--- config.mk ---
export PLATFORM = sky130hd
export DESIGN_NAME = column_frame_loader
export DESIGN_NICKNAME = d
export VERILOG_FILES = /design/src/rtl/col_cfg_pkg.sv /design/src/rtl/frame_strobe_decoder.sv /design/src/rtl/column_frame_loader.sv
export SDC_FILE = /design/constraint.sdc
export NUM_CORES = 1
export LEC_CHECK = 0
export ABC_AREA = 1
export CAP_MARGIN = 10
export CORE_AREA = 2 2 223 225
export DETAILED_ROUTE_END_ITERATION = 8
export DIE_AREA = 0 0 225 227
export PLACE_DENSITY = 0.73
export SLEW_MARGIN = 10
export SYNTH_ARGS = -nofsm -noshare
export SYNTH_HDL_FRONTEND = slang
export SYNTH_HIERARCHICAL = 1
export SYNTH_SLANG_ARGS = --single-unit
--- constraint.sdc ---
create_clock -name CLK -period 30.3 [get_ports CLK]
set_input_delay 6.06 -clock CLK [delete_from_list [all_inputs] [get_ports CLK]]
set_output_delay 6.06 -clock CLK [all_outputs]
set_load 0.01 [all_outputs]
--- src/rtl/col_cfg_pkg.sv ---
// Shared definitions for the column configuration loader: FSM state
// encoding, header magic and header field positions.
package col_cfg_pkg;

  typedef enum logic [2:0] {
    IDLE,
    LOAD,
    DISCARD,
    SETUP,
    STROBE,
    HOLD
  } state_t;

  localparam logic [7:0] HDR_MAGIC = 8'hFA;

  // Least-significant bit of each 8-bit header field.
  localparam int HDR_MAGIC_LSB = 24;
  localparam int HDR_COL_LSB   = 16;
  localparam int HDR_IDX_LSB   = 0;

  // Extract one 8-bit header field starting at bit lsb.
  function automatic logic [7:0] hdr_field(input logic [31:0] word, input int lsb);
    return 8'(word >> lsb);
  endfunction

endpackage

--- src/rtl/frame_strobe_decoder.sv ---
// Frame-index to one-hot strobe decoder. in_range is combinational so the
// loader can validate a header index in the cycle it is accepted; the
// one-hot strobe itself is registered and clears asynchronously on reset.
module frame_strobe_decoder #(
  parameter int Width = 20
) (
  input  logic             CLK,
  input  logic             RST,
  input  logic             en,
  input  logic [7:0]       idx,
  output logic             in_range,
  output logic [Width-1:0] strobe
);

  logic [Width-1:0] strobe_n;

  assign in_range = ({24'd0, idx} < 32'(Width));

  // Decode the index into a one-hot vector, all zero when disabled.
  always_comb begin
    // NOTE: every bit gets a default before the loop so no latch is inferred.
    strobe_n = '0;
    for (int i = 0; i < Width; i++) begin
      strobe_n[i] = en && ({24'd0, idx} == 32'(i));
    end
  end

  // Register the strobe so FrameStrobe is glitch-free at the tile latches.
  always_ff @(posedge CLK or posedge RST) begin
    // NOTE: sequential state uses non-blocking assignments only.
    if (RST) strobe <= '0;
    else     strobe <= strobe_n;
  end

endmodule

--- src/rtl/column_frame_loader.sv ---
// Column frame loader: takes a header + NumberOfRows data words from a
// valid/ready stream, assembles the column frame and pulses one FrameStrobe
// line. Headers for other columns are swallowed so the stream can be
// broadcast. Optional feature: define FRAME_CHECKSUM_EN to require a
// trailing XOR checksum word after the data words of a matched frame.
module column_frame_loader
  import col_cfg_pkg::*;
#(
  parameter int         MaxFramesPerCol = 20,
  parameter int         FrameBitsPerRow = 32,
  parameter int         NumberOfRows    = 16,
  parameter logic [7:0] ColumnId        = 8'd0,
  parameter int         StrobeCycles    = 2
) (
  input  logic                                    CLK,
  input  logic                                    RST,
  input  logic [31:0]                             s_data,
  input  logic                                    s_valid,
  output logic                                    s_ready,
  input  logic                                    err_clr,
  output logic [NumberOfRows*FrameBitsPerRow-1:0] FrameData,
  output logic [MaxFramesPerCol-1:0]              FrameStrobe,
  output logic                                    busy,
  output logic                                    err
);

  localparam int FW = NumberOfRows * FrameBitsPerRow;
  localparam int CW = $clog2(NumberOfRows + 1);
  localparam int SW = $clog2(StrobeCycles + 1);
`ifdef FRAME_CHECKSUM_EN
  localparam logic [CW-1:0] CSUM_SLOT    = CW'(NumberOfRows);
  localparam logic [CW-1:0] DISCARD_LAST = CSUM_SLOT;
`else
  localparam logic [CW-1:0] DATA_LAST    = CW'(NumberOfRows - 1);
  localparam logic [CW-1:0] DISCARD_LAST = DATA_LAST;
`endif
  localparam logic [SW-1:0] STROBE_LAST = SW'(StrobeCycles - 1);

  state_t        state_q, state_n;
  logic [CW-1:0] cnt_q;
  logic [SW-1:0] str_q;
  logic [7:0]    idx_q;
  logic [FW-1:0] frame_q;
  logic          ready_q, busy_q, err_q;
  logic          accept, cnt_clr, cnt_inc, do_shift, idx_load, err_set;
  logic          dec_en, in_range;
  logic [7:0]    dec_idx;
`ifdef FRAME_CHECKSUM_EN
  logic [31:0]   csum_q;
`endif

  assign accept      = s_valid && ready_q;
  assign s_ready     = ready_q;
  assign busy        = busy_q;
  assign err         = err_q;
  assign FrameData   = frame_q;

  // In IDLE the decoder range-checks the incoming header; later it decodes the latched index.
  assign dec_idx = (state_q == IDLE) ? hdr_field(s_data, HDR_IDX_LSB) : idx_q;
  assign dec_en  = (state_n == STROBE);

  frame_strobe_decoder #(
    .Width (MaxFramesPerCol)
  ) u_strobe_dec (
    .CLK      (CLK),
    .RST      (RST),
    .en       (dec_en),
    .idx      (dec_idx),
    .in_range (in_range),
    .strobe   (FrameStrobe)
  );

  // Next-state and datapath control decode.
  always_comb begin
    state_n  = state_q;
    cnt_clr  = 1'b0;
    cnt_inc  = 1'b0;
    do_shift = 1'b0;
    idx_load = 1'b0;
    err_set  = 1'b0;
    case (state_q)
      IDLE: if (accept) begin
        cnt_clr = 1'b1;
        if (hdr_field(s_data, HDR_MAGIC_LSB) != HDR_MAGIC) begin
          err_set = 1'b1;
        end else if (hdr_field(s_data, HDR_COL_LSB) != ColumnId) begin
          state_n = DISCARD;
        end else if (!in_range) begin
          err_set = 1'b1;
          state_n = DISCARD;
        end else begin
          idx_load = 1'b1;
          state_n  = LOAD;
        end
      end
      LOAD: if (accept) begin
        cnt_inc = 1'b1;
`ifdef FRAME_CHECKSUM_EN
        if (cnt_q == CSUM_SLOT) begin
          if (s_data != csum_q) begin
            err_set = 1'b1;
            state_n = IDLE;
          end else begin
            state_n = SETUP;
          end
        end else begin
          do_shift = 1'b1;
        end
`else
        do_shift = 1'b1;
        if (cnt_q == DATA_LAST) state_n = SETUP;
`endif
      end
      DISCARD: if (accept) begin
        cnt_inc = 1'b1;
        if (cnt_q == DISCARD_LAST) state_n = IDLE;
      end
      SETUP:   state_n = STROBE;
      STROBE:  if (str_q == STROBE_LAST) state_n = HOLD;
      HOLD:    state_n = IDLE;
      default: state_n = IDLE;
    endcase
  end

  // FSM state register.
  always_ff @(posedge CLK or posedge RST) begin
    if (RST) state_q <= IDLE;
    else     state_q <= state_n;
  end

  // Word/strobe counters, latched index and registered status outputs.
  always_ff @(posedge CLK or posedge RST) begin
    if (RST) begin
      cnt_q   <= '0;
      str_q   <= '0;
      idx_q   <= '0;
      ready_q <= 1'b0;
      busy_q  <= 1'b0;
      err_q   <= 1'b0;
    end else begin
      if (cnt_clr)      cnt_q <= '0;
      else if (cnt_inc) cnt_q <= cnt_q + 1'b1;
      str_q <= (state_q == STROBE) ? str_q + 1'b1 : '0;
      if (idx_load) idx_q <= hdr_field(s_data, HDR_IDX_LSB);
      ready_q <= (state_n == IDLE) || (state_n == LOAD) || (state_n == DISCARD);
      busy_q  <= (state_n != IDLE);
      if (err_set)      err_q <= 1'b1;
      else if (err_clr) err_q <= 1'b0;
    end
  end

  // Frame shift register: new words enter at row 0 and age towards the top row.
  always_ff @(posedge CLK or posedge RST) begin
    // NOTE: this wide register is reset on purpose; the tile latches must see all-zero FrameData after reset.
    if (RST)           frame_q <= '0;
    else if (do_shift) frame_q <= (frame_q << FrameBitsPerRow) | FW'(s_data);
  end

`ifdef FRAME_CHECKSUM_EN
  // Running XOR of the data words of the frame being loaded.
  always_ff @(posedge CLK or posedge RST) begin
    if (RST)           csum_q <= '0;
    else if (cnt_clr)  csum_q <= '0;
    else if (do_shift) csum_q <= csum_q ^ s_data;
  end
`endif

endmodule
==> results of run 1 <==
## final cells by class
cell class                      instances  area share (%)
Sequential cell                       553           47.77
Clock inverter                          7          0.1598
Antenna cell                            1        0.008639
Tap cell                              622           2.687
Clock buffer                           94           6.380
Multi-Input combinational cell        653           22.46
Timing Repair Buffer                  580           20.04
Inverter                               36          0.4924
## flip-flops by register name, summed over array words and instances (netlist names)
name,cells
str_q,2
cnt_q,5
err,1
idx_q,8
state_q,3
u_strobe_dec/strobe,20
s_ready,1
FrameData,512
busy,1
## kinds of logic after synthesis
kind of cell             count (synthesis)
AO/OA/AOI/OAI                           32
buffers and inverters                   96
adder cells (fa/ha/maj)                  3
multiplexers                           507
flip-flops                             553
AND/OR/NAND/NOR                        111
## worst max-delay path: stages
cell,delay (ns)
clkdlybuf4s50_1,0.47
nand2_1,0.10
nor2_4,0.24
buf_4,0.92
buf_4,0.77
buf_12,0.68
mux2_2,0.42
## stage by stage
step	setup slack [ns]	cells
floorplan	9.345	1302
global placement	20.32	2444
detailed placement	20.22	2444
CTS	20.87	2545
global route	20.36	2545
finish	20.78	2546
## layout by cell type (no fill, tap or decap), drive strengths merged
cell type | netlist | final
nor3 | 20 | 20
a22oi | 1 | 1
dfrtp | 553 | 553
clkdlybuf4s50 | 0 | 570
clkinv | 1 | 7
a21oi | 3 | 3
a31oi | 1 | 1
o21a | 5 | 5
inv | 35 | 36
diode | 0 | 1
mux2 | 507 | 507
nand2 | 54 | 54
clkbuf | 2 | 94
nand3 | 12 | 12
nor2 | 25 | 25
buf | 58 | 10
o21ai | 19 | 19
o22ai | 2 | 2
ha | 3 | 3
o21bai | 1 | 1
## where the power goes
part	switching, mW	total (mW)	leakage [nW]	internal (mW)
combinational	0.416	1.08	4.81	0.662
sequential	0.247	1.28	7.03	1.03
clock	0.279	0.691	0.941	0.412
## synthesized netlist by cell type
cell type / number / area share [%]
nand3_2: 4 / 0.19
o21a_1: 5 / 0.18
a21oi_1: 3 / 0.072
mux2_2: 407 / 22
buf_6: 13 / 0.70
nor2_4: 2 / 0.11
a22oi_1: 1 / 0.036
dfrtp_1: 553 / 66
ha_1: 3 / 0.18
a31oi_1: 1 / 0.030
clkbuf_1: 2 / 0.036
nand2_2: 2 / 0.060
o21ai_0: 19 / 0.45
clkinv_1: 1 / 0.018
buf_2: 12 / 0.29
nor3_2: 14 / 0.67
nand3_1: 8 / 0.19
mux2_1: 100 / 5.4
inv_2: 1 / 0.018
buf_4: 33 / 1.2
nor2_1: 22 / 0.39
nand2_4: 1 / 0.054
o22ai_1: 2 / 0.060
nand2_1: 51 / 0.91
inv_1: 34 / 0.61
o21bai_1: 1 / 0.036
nor2_2: 1 / 0.030
nor3_1: 6 / 0.14
## how the worst max path moves through the flow
stage / start / end / slack [ns] / depth (start not counted)
2_1_floorplan: RST / FrameData[0] / 9.34 / 1
3_3_place_gp: RST / FrameData[214] / 20.32 / 5
3_5_place_dp: RST / FrameData[214] / 20.22 / 5
4_1_cts: RST / FrameData[202] / 20.87 / 5
5_1_grt: RST / FrameData[362] / 20.36 / 5
6_report: s_valid / FrameData[409] / 20.78 / 7
## per-layer routing
layer / share of wire (%) / wire length, um
met1: 42 / 22170
met2: 48 / 25410
met3: 6.4 / 3404
met4: 3.8 / 2017
met5: 0 / 0
==> summary.md, run 1 <==
| Metric | Value |
|---|---|
| Die width | `225 um` |
| Hold Path Depth | `1` |
| Mean Syn Cell Area | `16.08 sq um` |
| Final Cycle Share | `31.43%` |
| Gr ovfl total | `0` |
| Max Clock Skew | `between 0.015 and 0.02 ns` |
| Yosys reg bits | `roughly 550` |
| Area of the multi-input gates | `0.006505 sq mm` |
| Row Count | `about 80` |
| Worst Path Required | `30.77 ns` |
| DRT Pass-1 Iters | `4` |
| Via density per instance | `4.976` |
| RSZ-0062 raised after global routing | `no` |
| Starting density of the core | `43.14%` |
| Worst hold path class | `reg -> reg` |
| GR peak layer | `met2` |
| Setup_tns | `0 ns` |
| Clk_lat worst skew | `0.59 ns` |
| Leak | `12.77 nW` |
| Post-synth cell types | `28` |
| DIE HEIGHT | `227 um` |
| Post-CTS Setup Inserts | `0` |
| Final core occ | `59.67%` |
| Critical path type | `in -> reg` |
| Flop-to-flop setup slack | `26.15 ns` |
| Grt met3 use | `between 5 and 6%` |
| Final setup fails | `0` |
| Ys Warns | `6` |
| Fin area | `0.02897 sq mm` |
| Nets | `1921` |
| Vias | `about 13000` |
| Clock transition at the registers of the reported paths | `approximately 0.060 ns` |
| Fmax | `105.0 MHz` |
| Global-route wire length before repair | `80.83 mm` |
| Largest net degree at the start of global routing | `187` |
| CTS Buf Count | `58` |
| CTS Buffer Depth | `3` |
| Reg2reg end | `FrameData[409]` |
| CP max FO | `178` |
| Die Area | `0.05108 sq mm` |
| Largest family of logic cells by synthesized area | `multiplexers` |
| Placed wire-length estimate | `38.24 mm` |
| Post-synthesis sequential area ratio | `66.09%` |
| CP Capture Type | `register` |
| Min cycle time layout | `9.525 ns` |
| Post-synthesis compound-gate area fraction | `0.8664%` |
| Rel. slew slack | `23.12%` |
| Final Hold Fails | `0` |
| DRC Markers | `0` |
| Cells after Synth | `1302` |
| GRT Util Overall | `20.39%` |
| Placed cell areas | `between 0.02 and 0.03 sq mm` |
| Grt met2 use | `between 30% and 40%` |
| Slew at the pin closest to its max-slew limit | `1.153 ns` |
| Post-synth net total | `~1300` |
| Hold bufs inserted after CTS | `0` |
| FF-to-FF path depth | `7` |
| Power Density | `105.1 mW/mm^2` |
| Routed WL | `53.01 mm` |
| Met1 usage | `between 20% and 30%` |
| CP startpoint kind | `primary input` |
| I/O Buffers | `570` |
| Worst vdd ir | `0.06434 mV` |
| Post-Synth XOR/XNOR Area | `0%` |
| Initial drt markers | `607` |
| Gpl congestion | `0.8030` |
| Initial antenna violation count | `0` |
| Mux share of post-synthesis cell area | `27.26%` |
| Fill count | `3774` |
| Mapped Area | `roughly 0.021 sq mm` |
| Hold EP | `str_q[0]` |
| Storage element area | `0.01384 sq mm` |
| Clock root cell | `clkbuf_16` |
| Detail Route Antenna Nets | `0` |
| IO Count | `571` |
| Status | `completed` |
| Total power | `3.044 mW` |
| CTS tree | `done` |
| Max-capacitance violation count | `0` |
| Core area | `0.04855 sq mm` |
| WP data arrival | `9.99 ns` |
| Synth Area in Adders | `less than 1%` |
| Routed WL per cell | `20.82 um` |
| H-tree level count | `2` |
| Worst r2r src | `state_q[1]` |
| Vias in the first global route | `roughly 13000` |
| Area grow syn2layout | `38.33%` |
| Slew Limit Fails | `0` |
| Post-cts sizing count | `0` |
| Worst hold slack | `0.4308 ns` |
| Hold_sp | `str_q[0]` |
| Clock sink count | `approximately 550` |
| Layout cell share with drive strength beyond 1 | `between 20 and 30%` |
| Post-synthesis simple-gate area fraction | `2.755%` |
(Power assumes the default switching activity.)
==> inputs of run 2 (changes only) <==
--- a/config.mk
+++ b/config.mk
@@ -7,10 +7,10 @@
 export LEC_CHECK = 0
 export ABC_AREA = 1
 export CAP_MARGIN = 10
-export CORE_AREA = 2 2 223 225
+export CORE_MARGIN = 2
+export CORE_UTILIZATION = 44
 export DETAILED_ROUTE_END_ITERATION = 8
-export DIE_AREA = 0 0 225 227
-export PLACE_DENSITY = 0.73
+export PLACE_DENSITY = 0.77
 export SLEW_MARGIN = 10
 export SYNTH_ARGS = -nofsm -noshare
 export SYNTH_HDL_FRONTEND = slang
==> constraint.sdc (replaced) <==
create_clock -name CLK -period 8.73 [get_ports CLK]
set_input_delay 1.746 -clock CLK [delete_from_list [all_inputs] [get_ports CLK]]
set_output_delay 1.746 -clock CLK [all_outputs]
set_load 0.01 [all_outputs]
==> run 2 against run 1 <==
Cell count decreased by 0.67%; count of clock-buffer cells in the layout down 10; wire length shrank 0.20%; critical endpoint is now u_strobe_dec/strobe[5]; highest routed layer unchanged.
==> summary.md, run 2 (synthesized netlist as in run 1, its figures left out) <==
| Metric | Value |
|---|---|
| Place WS | `3.700 ns` |
| GRT Util Overall | `between 20% and 30%` |
| Hold_sp | `str_q[0]` |
| Hold EP | `str_q[0]` |
| Slew at the pin closest to its max-slew limit | `about 1.1 ns` |
| I/O Buffers | `570` |
| Max Clock Skew | `0.01307 ns` |
| CTS tree | `done` |
| Layout cell share with drive strength beyond 1 | `27.68%` |
| Post-cts sizing count | `0` |
| Initial drt markers | `781` |
| Post-CTS Setup Inserts | `0` |
| N_diodes | `0` |
| Seq pwr share | `41.7%` |
| Gr ovfl total | `0` |
| H-tree level count | `2` |
| Die Area | `between 0.04 and 0.05 sq mm` |
| Clk_lat worst skew | `~0.59 ns` |
| CP max stage cell | `nor3_1` |
| Min cycle time layout | `4.524 ns` |
| Clock root cell | `clkbuf_16` |
| Max-capacitance violation count | `0` |
| CP startpoint kind | `primary input` |
| Critical path type | `in -> reg` |
| Die width | `222.2 um` |
| Final Hold Fails | `0` |
| Setup_tns | `0 ns` |
| Total power | `around 11 mW` |
| Detail Route Antenna Nets | `0` |
| RSZ-0062 raised after global routing | `no` |
| Status | `completed` |
| Routed WL per cell | `around 21 um` |
| Reg2reg end | `u_strobe_dec/strobe[5]` |
| Most frequent cells in the layout | `clkdlybuf4s50_1 (570), dfrtp_1 (553), mux2_2 (407)` |
| Vias in the first global route | `around 13000` |
| Starting density of the core | `44.79%` |
| Power Density | `365.2 mW/mm^2` |
| Net Sw Frac | `31.09%` |
| CP Capture Type | `register` |
| Psw | `3.287 mW` |
| Worst hold path class | `reg -> reg` |
| Global-route wire length before repair | `80.59 mm` |
| CP delay by family, top | `simple AND/OR/NAND/NOR gates` |
| Gpl congestion | `0.9454` |
| Hold bufs inserted after CTS | `0` |
| CTS Buffer Depth | `3` |
| Worst-path cell chain | `clkdlybuf4s50_1 > inv_1 > o21ai_0 > nor2_1 > inv_2 > a21oi_1 > inv_1 > nor3_1 > nand3_1 > nand2_1 > nor3_1 > nand3_2 > nor3_2` |
| DRC Markers | `0` |
| Final worst slack | `approximately 4.2 ns` |
| Critical Path Stages | `13` |
| Final Cycle Share | `51.82%` |
| Area grow syn2layout | `38.28%` |
| Via density per instance | `5.049` |
| Fmax | `221.0 MHz` |
| Worst vdd ir | `0.2150 mV` |
| Hold Path Depth | `1` |
| Worst r2r src | `state_q[1]` |
| Flop-to-flop setup slack | `4.64 ns` |
| Clk network pwr share | `22.6%` |
| Combinational share of power | `35.6%` |
| WP data arrival | `5.02 ns` |
| Nets | `1919` |
| Worst Path Required | `slightly above 9 ns` |
| Rel. slew slack | `27.17%` |
| Initial antenna violation count | `1` |
| IO Count | `571` |
| CP max FO | `8` |
| Critical Path Max Stage Delay | `~0.83 ns` |
| Clock sink count | `553` |
| Placed wire-length estimate | `38.07 mm` |
| DIE HEIGHT | `222.2 um` |
| Max FFs per register | `512` |
| Row Count | `79` |
| DRT Pass-1 Iters | `5` |
| Vias | `12768` |
| FF-to-FF path depth | `15` |
| Routed WL | `~53 mm` |
| Internal | `7.286 mW` |
| Clock transition at the registers of the reported paths | `0.06 ns` |
| Final setup fails | `0` |
| WP buf/inv | `4` |
| Core area | `between 0.04 and 0.05 sq mm` |
| Leak | `12.77 nW` |
| Most common cell after layout, fill and taps aside | `clkdlybuf4s50_1` |
| CTS Buf Count | `56` |
| Largest net degree at the start of global routing | `between 150 and 200` |
| Slew Limit Fails | `0` |
[run 2: cell types whose count changed in the layout (fill, tap and decap cells not counted), sizes merged]
cell,before,now
clkinvlp,0,1
inv,36,37
bufinv,0,3
diode,1,0
clkbuf,94,84
clkinv,7,11
[run 2: how the worst max path moves through the flow]
stage               from                     end
3_5_place_dp   s_data[2]  u_strobe_dec/strobe[5]
3_3_place_gp   s_data[2]  u_strobe_dec/strobe[7]
2_1_floorplan        RST            FrameData[0]
4_1_cts        s_data[2]  u_strobe_dec/strobe[5]
6_report       s_data[2]  u_strobe_dec/strobe[5]
5_1_grt        s_data[2]  u_strobe_dec/strobe[6]
[run 2: metrics by stage]
stage | std cells | util (%) | hold slack (ns) | area, sq um
6_report | 2529 | 61.93 | 0.4404 | 28960
5_1_grt | 2529 | 61.93 | 0.4612 | 28960
4_1_cts | 2529 | 61.93 | 0.4431 | 28960
3_5_place_dp | 2429 | 57.96 | 0.4351 | 27100
3_3_place_gp | 2429 | 57.96 | 0.4192 | 27100
2_1_floorplan | 1302 | - | 0.4095 | 20940
[run 2: routing by layer]
| layer | up-vias | part of all wire (%) | global-route usage, % |
|---|---|---|---|
| met5 | - | 0 | 0 |
| met4 | 0 | 4.0 | 8.282 |
| li1 | 5718 | - | - |
| met2 | 446 | 49 | 34.86 |
| met3 | 115 | 7.0 | 5.804 |
| met1 | 6489 | 40 | 26.40 |
[run 2: final cells by class]
class | instances | area [sq um]
well taps | 607 | 759.5
clock inverters | 16 | 170.2
inverters | 36 | 138.9
repair buffers | 580 | 5856
clock buffers | 84 | 1688
flip-flops and latches | 553 | 13840
multi-input cells | 653 | 6505
fillers | 3555 | 17800
[run 2: power groups by stage]
stage | logic, mW | registers [mW] | clock network, mW
floorplan | 0.876 | 4.68 | 0
global placement | 3.74 | 4.38 | 0
detailed placement | 3.81 | 4.45 | 0
CTS | 3.83 | 4.42 | 2.45
global route | 3.95 | 4.56 | 2.55
finish | 3.77 | 4.41 | 2.39
